**config.mk**
```make
export PLATFORM = sky130hd
export DESIGN_NAME = cpu_mc
export DESIGN_NICKNAME = d
export VERILOG_FILES = /design/src/rtl/cpu_mc.sv
export SDC_FILE = /design/constraint.sdc
export NUM_CORES = 1
export LEC_CHECK = 0
export ABC_AREA = 1
export CAP_MARGIN = 30
export CORE_UTILIZATION = 45
export DETAILED_ROUTE_END_ITERATION = 6
export PLACE_DENSITY_LB_ADDON = 0.12
export SYNTH_ARGS = -nofsm -noshare
export SYNTH_HDL_FRONTEND = slang
export SYNTH_SLANG_ARGS = --single-unit
```
**constraint.sdc**
```tcl
create_clock -name clk -period 10 [get_ports clk]
set_input_delay 1 -clock clk [delete_from_list [all_inputs] [get_ports clk]]
set_output_delay 1 -clock clk [all_outputs]
set_load 0.05 [all_outputs]
```
**src/rtl/cpu_mc.sv**
```systemverilog
// Multi-cycle memory-to-memory CPU on a single synchronous RAM port.
// Three-operand ADD/SUB/MUL/MOV with optional indirection, IN/OUT handshakes and STOP.
module cpu_mc #(
  parameter int ADDR_WIDTH = 6,
  parameter int DATA_WIDTH = 16,
  parameter logic [ADDR_WIDTH-1:0] PC_START = ADDR_WIDTH'(8),
  parameter logic [ADDR_WIDTH-1:0] SP_START = {ADDR_WIDTH{1'b1}}
) (
  input  logic                  clk,
  input  logic                  rst_n,
  input  logic [DATA_WIDTH-1:0] mem_in,
  output logic                  mem_we,
  output logic [ADDR_WIDTH-1:0] mem_addr,
  output logic [DATA_WIDTH-1:0] mem_data,
  input  logic [DATA_WIDTH-1:0] in,
  input  logic                  in_valid,
  output logic                  in_ready,
  output logic [DATA_WIDTH-1:0] out,
  output logic                  out_valid,
  output logic                  halted,
  output logic [ADDR_WIDTH-1:0] pc,
  output logic [ADDR_WIDTH-1:0] sp
);

  typedef enum logic [3:0] {
    S_START, S_FETCH, S_DECODE, S_OPY, S_OPYI, S_OPZ, S_OPZI, S_CONST,
    S_IN_WAIT, S_DST, S_DSTI, S_WRITE, S_OUTR, S_OUTW, S_HALT
  } state_e;

  localparam logic [3:0] OP_MOV  = 4'h0;
  localparam logic [3:0] OP_SUB  = 4'h2;
  localparam logic [3:0] OP_MUL  = 4'h3;
  localparam logic [3:0] OP_ADD  = 4'h1;
  localparam logic [3:0] OP_IN   = 4'h7;
  localparam logic [3:0] OP_OUT  = 4'h8;
  localparam logic [3:0] OP_STOP = 4'hF;

  state_e                state_q, state_d;
  logic [ADDR_WIDTH-1:0] pc_q, pc_d, sp_q, sp_d, tgt_q, tgt_d;
  logic [15:0]           ir_q, ir_d;
  logic [DATA_WIDTH-1:0] a_q, a_d, b_q, b_d, out_q, out_d;
  logic                  ld_a_q, ld_a_d, ld_b_q, ld_b_d;
  logic                  out_valid_q, out_valid_d, in_ready_q, in_ready_d, halted_q, halted_d;

  logic [3:0]            op;
  logic                  xi, yi, zi, arith;
  logic [ADDR_WIDTH-1:0] xa, ya, za, ptr;
  logic [DATA_WIDTH-1:0] result;

  function automatic logic [ADDR_WIDTH-1:0] ext3(input logic [2:0] f);
    return {{(ADDR_WIDTH-3){1'b0}}, f};
  endfunction

  assign op    = ir_q[15:12];
  assign xi    = ir_q[11];
  assign yi    = ir_q[7];
  assign zi    = ir_q[3];
  assign xa    = ext3(ir_q[10:8]);
  assign ya    = ext3(ir_q[6:4]);
  assign za    = ext3(ir_q[2:0]);
  assign arith = (op == OP_ADD) || (op == OP_SUB) || (op == OP_MUL);
  // Indirect pointers are whatever the previous read returned, truncated to an address.
  assign ptr   = mem_in[ADDR_WIDTH-1:0];

  always_comb begin
    case (op)
      OP_ADD:  result = a_q + b_q;
      OP_SUB:  result = a_q - b_q;
      OP_MUL:  result = a_q * b_q;
      default: result = a_q;
    endcase
  end

  always_comb begin
    state_d     = state_q;
    pc_d        = pc_q;
    sp_d        = sp_q;
    ir_d        = ir_q;
    a_d         = a_q;
    b_d         = b_q;
    tgt_d       = tgt_q;
    out_d       = out_q;
    ld_a_d      = 1'b0;
    ld_b_d      = 1'b0;
    out_valid_d = 1'b0;
    in_ready_d  = in_ready_q;
    halted_d    = halted_q;
    mem_we      = 1'b0;
    mem_addr    = '0;
    mem_data    = '0;
    // Operand reads land one cycle after issue, whatever state we are in by then.
    if (ld_a_q) a_d = mem_in;
    if (ld_b_q) b_d = mem_in;
    case (state_q)
      S_START: begin
        pc_d    = PC_START;
        sp_d    = SP_START;
        state_d = S_FETCH;
      end
      S_FETCH: begin
        mem_addr = pc_q;
        pc_d     = pc_q + 1'b1;
        state_d  = S_DECODE;
      end
      S_DECODE: begin
        ir_d = mem_in[15:0];
        case (mem_in[15:12])
          OP_MOV: begin
            if (mem_in[3:0] == 4'b0000) state_d = S_OPY;
            else if (mem_in[3:0] == 4'b1000) begin
              mem_addr = pc_q;
              pc_d     = pc_q + 1'b1;
              state_d  = S_CONST;
            end else state_d = S_FETCH;
          end
          OP_ADD, OP_SUB, OP_MUL: state_d = S_OPY;
          OP_IN: begin
            in_ready_d = 1'b1;
            state_d    = S_IN_WAIT;
          end
          OP_OUT: state_d = S_DST;
          OP_STOP: begin
            halted_d = 1'b1;
            state_d  = S_HALT;
          end
          default: state_d = S_FETCH;
        endcase
      end
      S_OPY: begin
        mem_addr = ya;
        if (yi) state_d = S_OPYI;
        else begin
          ld_a_d  = 1'b1;
          state_d = arith ? S_OPZ : S_DST;
        end
      end
      S_OPYI: begin
        mem_addr = ptr;
        ld_a_d   = 1'b1;
        state_d  = arith ? S_OPZ : S_DST;
      end
      S_OPZ: begin
        mem_addr = za;
        if (zi) state_d = S_OPZI;
        else begin
          ld_b_d  = 1'b1;
          state_d = S_DST;
        end
      end
      S_OPZI: begin
        mem_addr = ptr;
        ld_b_d   = 1'b1;
        state_d  = S_DST;
      end
      S_CONST: begin
        a_d     = mem_in;
        state_d = S_DST;
      end
      S_IN_WAIT: begin
        if (in_valid) begin
          a_d        = in;
          in_ready_d = 1'b0;
          state_d    = S_DST;
        end
      end
      S_DST: begin
        if (xi) begin
          mem_addr = xa;
          state_d  = S_DSTI;
        end else begin
          tgt_d   = xa;
          state_d = (op == OP_OUT) ? S_OUTR : S_WRITE;
        end
      end
      S_DSTI: begin
        tgt_d   = ptr;
        state_d = (op == OP_OUT) ? S_OUTR : S_WRITE;
      end
      S_WRITE: begin
        mem_we   = 1'b1;
        mem_addr = tgt_q;
        mem_data = result;
        state_d  = S_FETCH;
      end
      S_OUTR: begin
        mem_addr = tgt_q;
        state_d  = S_OUTW;
      end
      S_OUTW: begin
        out_d       = mem_in;
        out_valid_d = 1'b1;
        state_d     = S_FETCH;
      end
      S_HALT:  state_d = S_HALT;
      default: state_d = S_START;
    endcase
  end

  always_ff @(posedge clk or negedge rst_n) begin
    if (!rst_n) begin
      state_q     <= S_START;
      pc_q        <= '0;
      sp_q        <= '0;
      ir_q        <= '0;
      a_q         <= '0;
      b_q         <= '0;
      tgt_q       <= '0;
      out_q       <= '0;
      ld_a_q      <= 1'b0;
      ld_b_q      <= 1'b0;
      out_valid_q <= 1'b0;
      in_ready_q  <= 1'b0;
      halted_q    <= 1'b0;
    end else begin
      state_q     <= state_d;
      pc_q        <= pc_d;
      sp_q        <= sp_d;
      ir_q        <= ir_d;
      a_q         <= a_d;
      b_q         <= b_d;
      tgt_q       <= tgt_d;
      out_q       <= out_d;
      ld_a_q      <= ld_a_d;
      ld_b_q      <= ld_b_d;
      out_valid_q <= out_valid_d;
      in_ready_q  <= in_ready_d;
      halted_q    <= halted_d;
    end
  end

  assign pc        = pc_q;
  assign sp        = sp_q;
  assign out       = out_q;
  assign out_valid = out_valid_q;
  assign in_ready  = in_ready_q;
  assign halted    = halted_q;

endmodule

```
==> impl_metrics.sql <==
INSERT INTO impl_metrics (metric_group, metric, value, unit) VALUES
('outcome', 'run_status', 'completed', ''),
('global_routing', 'first_global_vias', '8927', ''),
('logic_synthesis', 'post_synthesis_xor_xnor_area_fraction', '2.000', '%'),
('logic_synthesis', 'synth_enable_flop_cells', '0', ''),
('logic_synthesis', 'synth_sequential_area_ratio', '21.36', '%'),
('global_routing', 'grt_use_total', '27.70', '%'),
('final_layout', 'fillers', '2219', ''),
('setup_path', 'critPathArrivalTime', '6.77', 'ns'),
('logic_synthesis', 'ys.flop_type', 'sky130_fd_sc_hd__dfrtp_1', ''),
('sta', 'layout_min_cycle_time', '7.770', 'ns'),
('logic_synthesis', 'muxShareOfSynthArea', '0.5589', '%'),
('cts', 'numClockSinks', '86', ''),
('sta', 'clock-skew-final', '0.01101', 'ns'),
('sta', 'grt_setup_unrepaired', 'false', ''),
('cts', 'cts_tree', 'done', ''),
('placed_design', 'dp.final_hpwl', '23.47', 'mm'),
('global_routing', 'maximum_number_of_pins_on_one_net_before_global_route_repair', '54', ''),
('min_path', 'worst_min_delay_path_startpoint', 'tgt_q[5]', ''),
('sta', 'maxClockFrequency', '128.7', 'MHz'),
('detailed_routing', 'dr_total_vias', '9137', ''),
('min_path', 'hold-path-cell-count', '2', ''),
('setup_path', 'slowest_stage_cell_on_the_critical_path', 'sky130_fd_sc_hd__clkdlybuf4s50_1', ''),
('logic_synthesis', 'ys_seq_elements', '86', ''),
('logic_synthesis', 'synth_top_cells_by_count', '383 x sky130_fd_sc_hd__nand2_1, 320 x sky130_fd_sc_hd__inv_1, 114 x sky130_fd_sc_hd__o21ai_0', ''),
('final_layout', 'insertedDiodeCount', '0', ''),
('setup_path', 'path_max_fanout', '17', ''),
('detailed_routing', 'firstDrtPassIters', '5', ''),
('global_routing', 'antenna_found_initial', '0', ''),
('cts', 'cts_repair_resize_count', '0', ''),
('cts', 'cts_setup_buffers', '0', ''),
('setup_path', 'crit_path_max_incr_delay', '0.79', 'ns'),
('setup_path', 'regToRegStartpoint', 'state_q[2]', ''),
('final_layout', 'final-instance-count-excl-fill', '1776', ''),
('placed_design', 'place_congestion', '0.9485', ''),
('cts', 'cts_hold_repair.buffers', '0', ''),
('logic_synthesis', 'synth-adder-area-share', '24.42', '%'),
('detailed_routing', 'routed_wirelength', '30.02', 'mm'),
('global_routing', 'wire_length_of_the_first_global_routing_pass', '48.06', 'mm'),
('cts', 'cts_inserted_buffers', '9', ''),
('logic_synthesis', 'synth_area_per_cell', '6.976', 'sq um'),
('cts', 'clk_root_buffer_cell', 'sky130_fd_sc_hd__clkbuf_16', ''),
('run', 'maxCapViolCount', '0', ''),
('logic_synthesis', 'dominant_combinational_cell_family_by_area_after_synthesis', 'adder cells', ''),
('min_path', 'hold-path-endpoint', 'tgt_q[5]', ''),
('sta', 'fin_tns_setup', '0', 'ns'),
('sta', 'report.final.hold_viol_count', '0', ''),
('detailed_routing', 'drcViolationCount', '0', ''),
('final_layout', 'fraction_of_final_layout_cells_sized_beyond_drive_strength_1', '4.412', '%'),
('detailed_routing', 'routed_wire_length_per_instance', '16.90', 'um'),
('setup_path', 'crit-reg2reg-capture', 'pc[1]', ''),
('cts', 'clkLatencyLatePin', '0.35', 'ns'),
('setup_path', 'crit_path_frequent_cell', 'sky130_fd_sc_hd__fa_1', ''),
('placed_design', 'io_buffers', '88', ''),
('logic_synthesis', 'share_of_synthesized_registers_carrying_an_async_set_or_reset', '100.0', '%'),
('floorplanning', 'row_count', '54', ''),
('logic_synthesis', 'netlist.area_leader.share', '21.36', '%'),
('final_layout', 'finalNetCount', '1674', ''),
('logic_synthesis', 'yosys_top_cell_by_area', 'sky130_fd_sc_hd__dfrtp_1', ''),
('sta', 'layout_worst_path_cycle_share', '77.70', '%'),
('setup_path', 'r2r.worst_path.cells', '10', ''),
('sta', 'worst_pin_slew', '1.018', 'ns'),
('detailed_routing', 'detail_route.iter0.violations', '643', ''),
('logic_synthesis', 'yosys-top-cells-area', 'sky130_fd_sc_hd__dfrtp_1 21%, sky130_fd_sc_hd__fa_1 16%, sky130_fd_sc_hd__nand2_1 14%', ''),
('logic_synthesis', 'synth_nets', '1627', ''),
('cts', 'max-clock-path-buffers', '2', ''),
('logic_synthesis', 'synth-compound-area-share', '12.53', '%'),
('global_routing', 'globalRouteOverflowTotal', '0', ''),
('detailed_routing', 'final_antenna_net_count', '0', ''),
('logic_synthesis', 'most_numerous_cell_in_the_yosys_netlist', 'sky130_fd_sc_hd__nand2_1', ''),
('setup_path', 'timing.critical_path.cells', 'nand2_1 > fa_1 > fa_1 > fa_1 > fa_1 > inv_1 > fa_1 > inv_1 > fa_1 > inv_1 > ha_1 > inv_1 > nor4_1 > nand3_1 > nand3_1 > o21ai_0 > a21o_1 > nand3_1 > nand2_1 > inv_1 > clkdlybuf4s50_1', ''),
('final_layout', 'area_growth', '12.82', '%');
-- routing by layer --
metal  vias up  GRT usage [%]  share of wire (%)
met2       247          48.56                 49
met3        32          2.725                4.7
li1       4525              -                  -
met5         -              0                  0
met1      4333          36.48                 44
met4         0          6.931                1.9
-- stage by stage --
stage / setup WS (ns) / cell area [sq um] / utilization [%] / hold slack, ns
floorplan: 3.395 / 10070 / - / 0.4530
global placement: 2.742 / 11050 / 50.47 / 0.4674
detailed placement: 2.633 / 11060 / 50.52 / 0.4716
CTS: 2.248 / 11360 / 51.91 / 0.4943
global route: 1.955 / 11360 / 51.91 / 0.5115
finish: 2.230 / 11360 / 51.91 / 0.4880
-- registers in the layout, indices dropped and copies added, names as in the netlist --
name	flops
out_valid	1
out	16
a_q	16
ld_b_q	1
ir_q	16
pc	6
tgt_q	6
in_ready	1
halted	1
sp	1
state_q	4
b_q	16
ld_a_q	1
-- layout by cell type, fill, tap and decap left out, types with 8 or more instances in the layout --
| master | Yosys | layout |
|---|---|---|
| sky130_fd_sc_hd__a21oi_1 | 51 | 51 |
| sky130_fd_sc_hd__a31oi_1 | 9 | 9 |
| sky130_fd_sc_hd__clkbuf_16 | 0 | 9 |
| sky130_fd_sc_hd__clkdlybuf4s50_1 | 0 | 87 |
| sky130_fd_sc_hd__dfrtp_1 | 86 | 86 |
| sky130_fd_sc_hd__fa_1 | 81 | 81 |
| sky130_fd_sc_hd__ha_1 | 67 | 67 |
| sky130_fd_sc_hd__inv_1 | 320 | 320 |
| sky130_fd_sc_hd__inv_2 | 13 | 13 |
| sky130_fd_sc_hd__nand2_1 | 383 | 383 |
| sky130_fd_sc_hd__nand3_1 | 83 | 83 |
| sky130_fd_sc_hd__nor2_1 | 62 | 62 |
| sky130_fd_sc_hd__nor2_2 | 8 | 8 |
| sky130_fd_sc_hd__o21ai_0 | 114 | 114 |
| sky130_fd_sc_hd__xor2_1 | 20 | 20 |
-- final cells by class --
cell class / instances / area (sq um) / area share, %
clock buffers: 9 / 225.2 / 1.982
clock inverters: 7 / 80.08 / 0.7046
multi-input cells: 967 / 6380 / 56.14
well taps: 280 / 350.3 / 3.083
inverters: 333 / 1250 / 11.00
flip-flops and latches: 86 / 2152 / 18.94
repair buffers: 94 / 927.1 / 8.158
-- worst max-delay path by stage --
stage                     slack, ns           end  cells after the start
after floorplan                3.40  mem_data[13]                     20
after global routing           1.95  mem_data[14]                     21
after global placement         2.74  mem_data[14]                     21
final                          2.23  mem_data[14]                     21
after detailed placement       2.63  mem_data[14]                     21
after CTS                      2.25  mem_data[14]                     21
-- worst min-delay path, delay by kind of cell, from the launching register on --
family | cells | cell delay [ns]
AOI/OAI and AO/OA | 1 | 0.05
and+or+nand+nor | 1 | 0.05
DFF | 1 | 0.35
-- cell families (layout without fill, tap and decap cells) --
group                      after synthesis  in the layout
AOI/OAI and AO/OA                      221            221
xor gates and xnor gates                23             23
adders and majority gates              148            148
buffers and inverters                  391            443
DFF                                     86             86
muxes                                    5              5
and+or+nand+nor                        570            570
Power is not shown: default switching activity piles up to over one toggle a cycle in this logic, so the estimate is an artifact.
